## src/rtl/cla_pkg.sv

```systemverilog
// Shared types and configuration helpers for the pipelined carry-lookahead adder.
// The stage payload is sized by CLA_WIDTH; change it here to build a wider adder.
package cla_pkg;

  localparam int unsigned CLA_WIDTH  = 32;
  localparam int unsigned CLA_BLOCK  = 4;
  localparam int unsigned CLA_STAGES = 2;
  localparam int unsigned NGROUPS    = CLA_WIDTH / CLA_BLOCK;
  localparam int unsigned GPS        = NGROUPS / CLA_STAGES;

  // One pipeline beat: operands (D already inverted for subtract), partial sum and carry.
  typedef struct packed {
    logic                 valid;
    logic [CLA_WIDTH-1:0] a_rem;
    logic [CLA_WIDTH-1:0] d_rem;
    logic [CLA_WIDTH-1:0] s_done;
    logic                 carry;
    logic                 sub;
    logic                 unsign;
  } cla_stage_t;

  // Legal geometry: whole groups, whole groups per stage, payload matches the struct.
  function automatic bit cla_cfg_ok(int unsigned w, int unsigned b, int unsigned s);
    if (b == 0 || s == 0) return 1'b0;
    return (w == CLA_WIDTH) && (w % b == 0) && (s <= w / b) && ((w / b) % s == 0);
  endfunction

endpackage

```

## src/rtl/cla_adder_pipe_group.sv

```systemverilog
// BLOCK-bit carry-lookahead group: sum for a given carry-in plus group generate/propagate.
// Generate/propagate never depend on cin so the enclosing lookahead chain stays acyclic.
module cla_group
  import cla_pkg::*;
#(
  parameter int unsigned BLOCK = CLA_BLOCK
) (
  input  logic [BLOCK-1:0] a,
  input  logic [BLOCK-1:0] d,
  input  logic             cin,
  output logic [BLOCK-1:0] sum,
  output logic             g,
  output logic             p
);

  logic [BLOCK-1:0] gen;
  logic [BLOCK-1:0] prop;
  logic [BLOCK-1:0] c;

  assign gen  = a & d;
  assign prop = a ^ d;
  assign p    = &prop;

  always_comb begin
    g = 1'b0;
    for (int unsigned i = 0; i < BLOCK; i++) begin
      g = gen[i] | (prop[i] & g);
    end
  end

  always_comb begin
    c    = '0;
    c[0] = cin;
    for (int unsigned i = 1; i < BLOCK; i++) begin
      c[i] = gen[i-1] | (prop[i-1] & c[i-1]);
    end
    sum = prop ^ c;
  end

endmodule

```

## src/rtl/cla_adder_pipe.sv

```systemverilog
// Pipelined carry-lookahead adder/subtractor with a valid/ready handshake.
// Define CLA_SAT_EN to clamp S on overflow instead of wrapping modulo 2^WIDTH.
module cla_adder_pipe
  import cla_pkg::*;
#(
  parameter int unsigned WIDTH  = CLA_WIDTH,
  parameter int unsigned BLOCK  = CLA_BLOCK,
  parameter int unsigned STAGES = CLA_STAGES
) (
  input  logic             clk,
  input  logic             rst,
  input  logic             in_valid,
  output logic             in_ready,
  input  logic [WIDTH-1:0] A,
  input  logic [WIDTH-1:0] D,
  input  logic             Cnt,
  input  logic             unsign,
  input  logic             sub,
  output logic             out_valid,
  input  logic             out_ready,
  output logic [WIDTH-1:0] S,
  output logic             Cout,
  output logic             sign
);

  localparam int unsigned N_GRP     = WIDTH / BLOCK;
  localparam int unsigned G_PER_STG = N_GRP / STAGES;
  localparam int unsigned STG_BITS  = G_PER_STG * BLOCK;

  if (!cla_cfg_ok(WIDTH, BLOCK, STAGES)) begin : g_bad_cfg
    $error("cla_adder_pipe: illegal WIDTH/BLOCK/STAGES combination");
  end

  logic             out_valid_q, out_valid_d;
  logic [WIDTH-1:0] s_q, s_d;
  logic             cout_q, cout_d;
  logic             sign_q, sign_d;

  logic             fin_valid;
  logic [WIDTH-1:0] fin_s;
  logic             fin_cout;
  logic             fin_sign;

  // Single global enable: the whole pipe moves unless a result is stuck at the output.
  logic adv;
  assign adv      = ~out_valid_q | out_ready;
  assign in_ready = adv;

  for (genvar k = 0; k < STAGES; k++) begin : g_stage
    localparam int unsigned LO = k * STG_BITS;

    cla_stage_t           st_in;
    logic [STG_BITS-1:0]  grp_sum;
    logic [G_PER_STG-1:0] grp_g;
    logic [G_PER_STG-1:0] grp_p;
    logic [G_PER_STG:0]   grp_c;
    logic [WIDTH-1:0]     s_new;

    if (k == 0) begin : g_entry
      // Subtract is folded in here: A + ~D + ~borrow.
      always_comb begin
        st_in        = '0;
        st_in.valid  = in_valid;
        st_in.a_rem  = A;
        st_in.d_rem  = sub ? ~D : D;
        st_in.carry  = Cnt ^ sub;
        st_in.sub    = sub;
        st_in.unsign = unsign;
      end
    end else begin : g_link
      assign st_in = g_stage[k-1].g_reg.pipe_q;
    end

    for (genvar j = 0; j < G_PER_STG; j++) begin : g_grp
      cla_group #(.BLOCK(BLOCK)) u_grp (
        .a   (st_in.a_rem[LO + j*BLOCK +: BLOCK]),
        .d   (st_in.d_rem[LO + j*BLOCK +: BLOCK]),
        .cin (grp_c[j]),
        .sum (grp_sum[j*BLOCK +: BLOCK]),
        .g   (grp_g[j]),
        .p   (grp_p[j])
      );
    end

    // Group-level lookahead across this stage's slice.
    always_comb begin
      grp_c    = '0;
      grp_c[0] = st_in.carry;
      for (int unsigned j = 0; j < G_PER_STG; j++) begin
        grp_c[j+1] = grp_g[j] | (grp_p[j] & grp_c[j]);
      end
    end

    // Bits above the current slice are still zero, so OR merges the new sum bits.
    assign s_new = st_in.s_done | (WIDTH'(grp_sum) << LO);

    if (k < STAGES - 1) begin : g_reg
      cla_stage_t pipe_d;
      cla_stage_t pipe_q;

      always_comb begin
        pipe_d = pipe_q;
        if (adv) begin
          pipe_d        = st_in;
          pipe_d.s_done = s_new;
          pipe_d.carry  = grp_c[G_PER_STG];
        end
      end

      always_ff @(posedge clk) begin
        if (rst) begin
          pipe_q <= '0;
        end else begin
          pipe_q <= pipe_d;
        end
      end
    end else begin : g_last
      logic cmsb;

      always_comb begin
        cmsb      = st_in.a_rem[WIDTH-1] ^ st_in.d_rem[WIDTH-1] ^ s_new[WIDTH-1];
        fin_valid = st_in.valid;
        fin_cout  = grp_c[G_PER_STG];
        fin_sign  = st_in.unsign ? (fin_cout ^ st_in.sub) : (cmsb ^ fin_cout);
        fin_s     = s_new;
`ifdef CLA_SAT_EN
        // Signed overflow only happens with equal operand signs; A's MSB picks the rail.
        if (fin_sign) begin
          if (st_in.unsign) begin
            fin_s = st_in.sub ? '0 : '1;
          end else begin
            fin_s = {st_in.a_rem[WIDTH-1], {(WIDTH-1){~st_in.a_rem[WIDTH-1]}}};
          end
        end
`endif
      end

      if (k > 0) begin : g_dead
        // Lower operand bits were consumed by earlier stages.
        logic unused_consumed;
        assign unused_consumed = ^{st_in.a_rem[LO-1:0], st_in.d_rem[LO-1:0]};
      end
    end
  end

  always_comb begin
    out_valid_d = out_valid_q;
    s_d         = s_q;
    cout_d      = cout_q;
    sign_d      = sign_q;
    if (adv) begin
      out_valid_d = fin_valid;
      s_d         = fin_s;
      cout_d      = fin_cout;
      sign_d      = fin_sign;
    end
  end

  always_ff @(posedge clk) begin
    if (rst) begin
      out_valid_q <= 1'b0;
      s_q         <= '0;
      cout_q      <= 1'b0;
      sign_q      <= 1'b0;
    end else begin
      out_valid_q <= out_valid_d;
      s_q         <= s_d;
      cout_q      <= cout_d;
      sign_q      <= sign_d;
    end
  end

  assign out_valid = out_valid_q;
  assign S         = s_q;
  assign Cout      = cout_q;
  assign sign      = sign_q;

endmodule

```

## config.mk

```make
export PLATFORM = sky130hd
export DESIGN_NAME = cla_adder_pipe
export DESIGN_NICKNAME = d
export VERILOG_FILES = /design/src/rtl/cla_pkg.sv /design/src/rtl/cla_adder_pipe_group.sv /design/src/rtl/cla_adder_pipe.sv
export SDC_FILE = /design/constraint.sdc
export NUM_CORES = 1
export LEC_CHECK = 0
export BUFFER_PORTS_ARGS = -buffer_cell sky130_fd_sc_hd__buf_2
export CAP_MARGIN = 5
export CORE_AREA = 4 4 144 105
export CTS_CLUSTER_SIZE = 20
export DETAILED_ROUTE_END_ITERATION = 8
export DIE_AREA = 0 0 148 109
export HOLD_SLACK_MARGIN = 0.06
export PLACE_DENSITY_LB_ADDON = 0.12
export SYNTH_ARGS = -nofsm -noshare
export SYNTH_HDL_FRONTEND = slang
export SYNTH_HIERARCHICAL = 1
export SYNTH_SLANG_ARGS = --single-unit
```

## constraint.sdc

```tcl
create_clock -name clk -period 10.4 [get_ports clk]
set_input_delay 1.04 -clock clk [delete_from_list [all_inputs] [get_ports clk]]
set_output_delay 1.04 -clock clk [all_outputs]
set_load 0.005 [all_outputs]
```

* Word-level counts from Yosys, hierarchy flattened
Cells that the tools add are included.
Operators by class: mux-type cells 2, bitwise gates (word level) 145, reduce and logical (&&, ||, !) cells 8
Operators with widths (number):
- 4-bit bitwise XOR | 16
- 1-bit bitwise OR | 57
- 1-bit bitwise AND | 56
- 4-bit bitwise AND | 8
- 32-bit 2-to-1 mux | 1
- 32-bit inverter | 1
- 16-bit by 32-bit bitwise OR with 32-bit output | 1
- 4-bit AND reduction | 8
- 1-bit bitwise XOR | 5
- 1-bit 2-to-1 mux | 1
- 1-bit inverter | 1
Word-level totals: register bits 119, bits of input ports 71, output and inout port bits 36

* Longest topological paths before layout
depth after elaboration 23, mapped depth 18

* Modules after synthesis
Netlist, hierarchy kept.
Modules (own cells, without submodules):
- cla_adder_pipe | instances 1, cells each 418, area each 3402.0 µm², sequential area each 1741.7 µm²
- cla_group | instances 8, cells each 18, area each 165.2 µm², sequential area each 0.0 µm²

* Least setup slack after synthesis
OpenSTA, ideal clock, no wires.
kind input to register, start point input sub, end point register g_stage[0].g_reg.pipe_q[18] (netlist bit), setup time 0.132 ns, data arrival time 4.027 ns, slack 6.241 ns, cell stages on the path 18, buffers on the path 3, cells stage by stage buf_2 > buf_4 > buf_2 > xor2_1 > ha_1 > a21oi_1 > o21ai_1 > a211o_1 > a21oi_1 > inv_1 > inv_1 > fa_1 > inv_1 > fa_1 > fa_1 > xor2_1 > nand2_1 > a21oi_1
RTL lines:
- from (decl) | RTL line cla_adder_pipe.sv:18 | input logic sub,
- to (signal assigned) | RTL line cla_adder_pipe.sv:114 | pipe_q <= pipe_d;
- to (decl) | RTL line cla_adder_pipe.sv:99 | cla_stage_t pipe_q;

==> impl_metrics.toml <==
[run_status]
status = "finished, final reports clean"

[layout]
antenna_cells = 0
syn_to_final_growth_pct = 19.7
drive_gt1_share_pct = 19.6
final_common_cell = "nand2_1"
final_core_util_pct = 41.3
layout_common_cells = "nand2_1 (144), buf_2 (106), dfxtp_1 (87)"
final_nets = 776

[yosys]
ys_seq_area_share_pct = 36.9
synth-seq-cells = 87
synth_area_leaders = "dfxtp_1 (37%), nand2_1 (11%), fa_1 (10%)"
yosys.area.top_type_share_pct = 36.9
synth_area_per_cell_um2 = 8.40
syn-cell-area_um2 = 4720
synth_nets = 689
synthDistinctLibCells = 29
yosys_warnings = 6
synth_largest_area_cell = "dfxtp_1"
synthCells = 562

[setup_path]
critPathSlowestCell = "buf_2"
worst_setup_path_end_kind = "register"
max_stage_delay_ns = 0.75
worstSetupStartpointType = "input port"
r2r_end = "sign$_SDFFE_PP0P_"
worstPathArrival_ns = 4.60
worstReg2RegStart = "g_stage[0].g_reg.pipe_q[84]$_SDFFE_PP0P_"
worst-path-buf-inv = 4
critical-path-top-delay-family = "adder cells"
critPathKind = "in -> reg"
reg2reg_depth = 16
worst_ep_required_time_ns = 10.66
path_cells = "buf_2, xor2_1, ha_1, a21oi_1, o21ai_1, a211o_1, a21oi_1, inv_1, inv_1, fa_1, inv_1, fa_1, fa_1, xor2_1, nand2_1, a21oi_1"
regToRegSetupSlack_ns = 6.54
cp_max_fo = 34

[timing]
fin_hold_ws_ns = 0.445
fmax_ghz = 0.230
tightestPinTransition_ns = 1.06
tns_ns = 0
slew_viol_final = 0
rsz0062_at_grt = "no"
layout_min_cycle_time_ns = 4.34
hold_viol = 0
post-route-period-util_pct = 41.8
finalSetupViolCount = 0
max-slew-margin-rel_pct = 29.3
skew_ns = 0.00583

[routing]
drc = 0
drtPass1Iterations = 4
vias = 3828
totalWireLength_um = 11700
drtAntennaViolNets = 0
viasPerCell = 4.54
drt_iter0_drc = 148
wl_per_cell_um = 13.8

[grt]
grt-busiest-layer = "met2"
grt_first_pass_wirelength_um = 19100
grt_max_degree = 105
use_met1_pct = 21.5
antenna_found_initial = 1
track_usage_pct = 15.0
first_global_vias = 3858
gr-usage-met2_pct = 22.6
use_met3_pct = 3.86
grt_overflow = 0

[min_path]
min_path_type = "reg -> reg"
min_to = "S[5]$_SDFFE_PP0P_"
min-delay-start = "S[5]$_SDFFE_PP0P_"
holdPathStages = 2

[clock_tree]
cts_root_buf = "clkbuf_16"
insertion_delay_ns = 0.33
clkTransAtPathRegs_ns = 0.06
numCtsBuffers = 9
cts_max_path_buffers = 2
h-tree-depth = 3
holdBufCountCts = 0
cts_tree = "built"
post-cts-setup-buffers = 0
cts_sinks = 87
cts-resized-gates = 0

[power_and_ir_drop]
powerDensity_nw_per_um2 = 159
p_leak_nw = 2.73
worst_ir_drop_vdd_mv = 0.0791

[die]
die_w_um = 148
fp.dieArea_um2 = 16100
ios = 107
num_rows = 36
start_util_pct = 34.5
die_y_um = 109
core-area_um2 = 13700

[place]
dp_hpwl_um = 8300
io_buffers = 106
place_congestion = 0.840

[flow_run]
maxCapViolations = 0
-- worst register-to-register path: cells and delay by family (launching register included) --
kind | cells | cell delay (ns)
AND/OR/NAND/NOR | 2 | 0.26
AO/OA/AOI/OAI | 5 | 0.82
XOR/XNOR | 2 | 0.70
adder cells (fa/ha/maj) | 4 | 1.21
multiplexers | 1 | 0.17
flip-flops | 1 | 0.41
buffers and inverters | 2 | 0.12
-- layer usage --
metal | routed length [um] | vias to the layer above
li1 | - | 1998
met1 | 6130 | 1749
met2 | 5000 | 69
met3 | 433 | 10
met4 | 83 | 2
met5 | 13 | -
-- cell families after synthesis --
| kind of cell | share of synthesized area (%) |
|---|---|
| simple gates | 15.3 |
| flops | 36.9 |
| compound gates | 14.3 |
| buf+inv | 6.65 |
| mux | 0.212 |
| fa+ha+maj | 18.6 |
| xor+xnor | 8.11 |
-- flip-flops by register name, summed over array words and instances (netlist names) --
name / flops
fin_valid: 1
Cout: 1
S: 32
g_stage.g_reg.pipe_q: 51
out_valid: 1
sign: 1
-- through the flow --
step	power (mW)	std cells	area, um2	setup WS (ns)
after CTS	0.918	844	5650	6.02
after floorplan	0.531	562	4720	6.24
after global routing	0.966	844	5650	5.67
final	0.901	844	5650	6.06
after global placement	0.601	828	5370	5.79
after detailed placement	0.606	828	5370	5.68
-- worst max-delay path by stage --
stage,from,to,slack (ns),depth (start not counted)
finish,sub,g_stage[0].g_reg.pipe_q[18]$_SDFFE_PP0P_,6.06,16
global route,sub,g_stage[0].g_reg.pipe_q[18]$_SDFFE_PP0P_,5.67,16
CTS,sub,g_stage[0].g_reg.pipe_q[18]$_SDFFE_PP0P_,6.02,16
detailed placement,sub,g_stage[0].g_reg.pipe_q[18]$_SDFFE_PP0P_,5.68,16
global placement,sub,g_stage[0].g_reg.pipe_q[18]$_SDFFE_PP0P_,5.79,16
floorplan,sub,g_stage[0].g_reg.pipe_q[18]$_SDFFE_PP0P_,6.24,18
-- report_power, final --
| part | internal [mW] | switching (mW) |
|---|---|---|
| logic | 0.0906 | 0.109 |
| clock network | 0.169 | 0.135 |
| registers | 0.373 | 0.0240 |
-- cell type report --
| type | count | area [um2] |
|---|---|---|
| Tap cell | 190 | 238 |
| Sequential cell | 87 | 1740 |
| Inverter | 43 | 163 |
| Timing Repair Buffer | 109 | 553 |
| Clock buffer | 10 | 239 |
| Fill cell | 1462 | 8040 |
| Clock inverter | 6 | 43.8 |
| Multi-Input combinational cell | 399 | 2680 |
-- cells in the mapped netlist --
master,number
o21ai_1,8
ha_1,32
a31oi_1,2
mux2i_1,1
xor3_1,1
a211oi_1,16
a21oi_1,86
nand3_1,2
nor2b_1,1
inv_1,42
nor3_1,2
dfxtp_1,87
o21a_1,1
buf_2,11
or3_1,1
inv_2,1
nand2_1,144
o21ai_0,3
and4_1,8
buf_4,4
a21o_2,1
fa_1,24
a21o_1,4
xnor2_1,16
a211o_1,1
clkbuf_1,18
and3_1,1
nor2_1,19
xor2_1,25
Power figures use the tool's default switching activity.
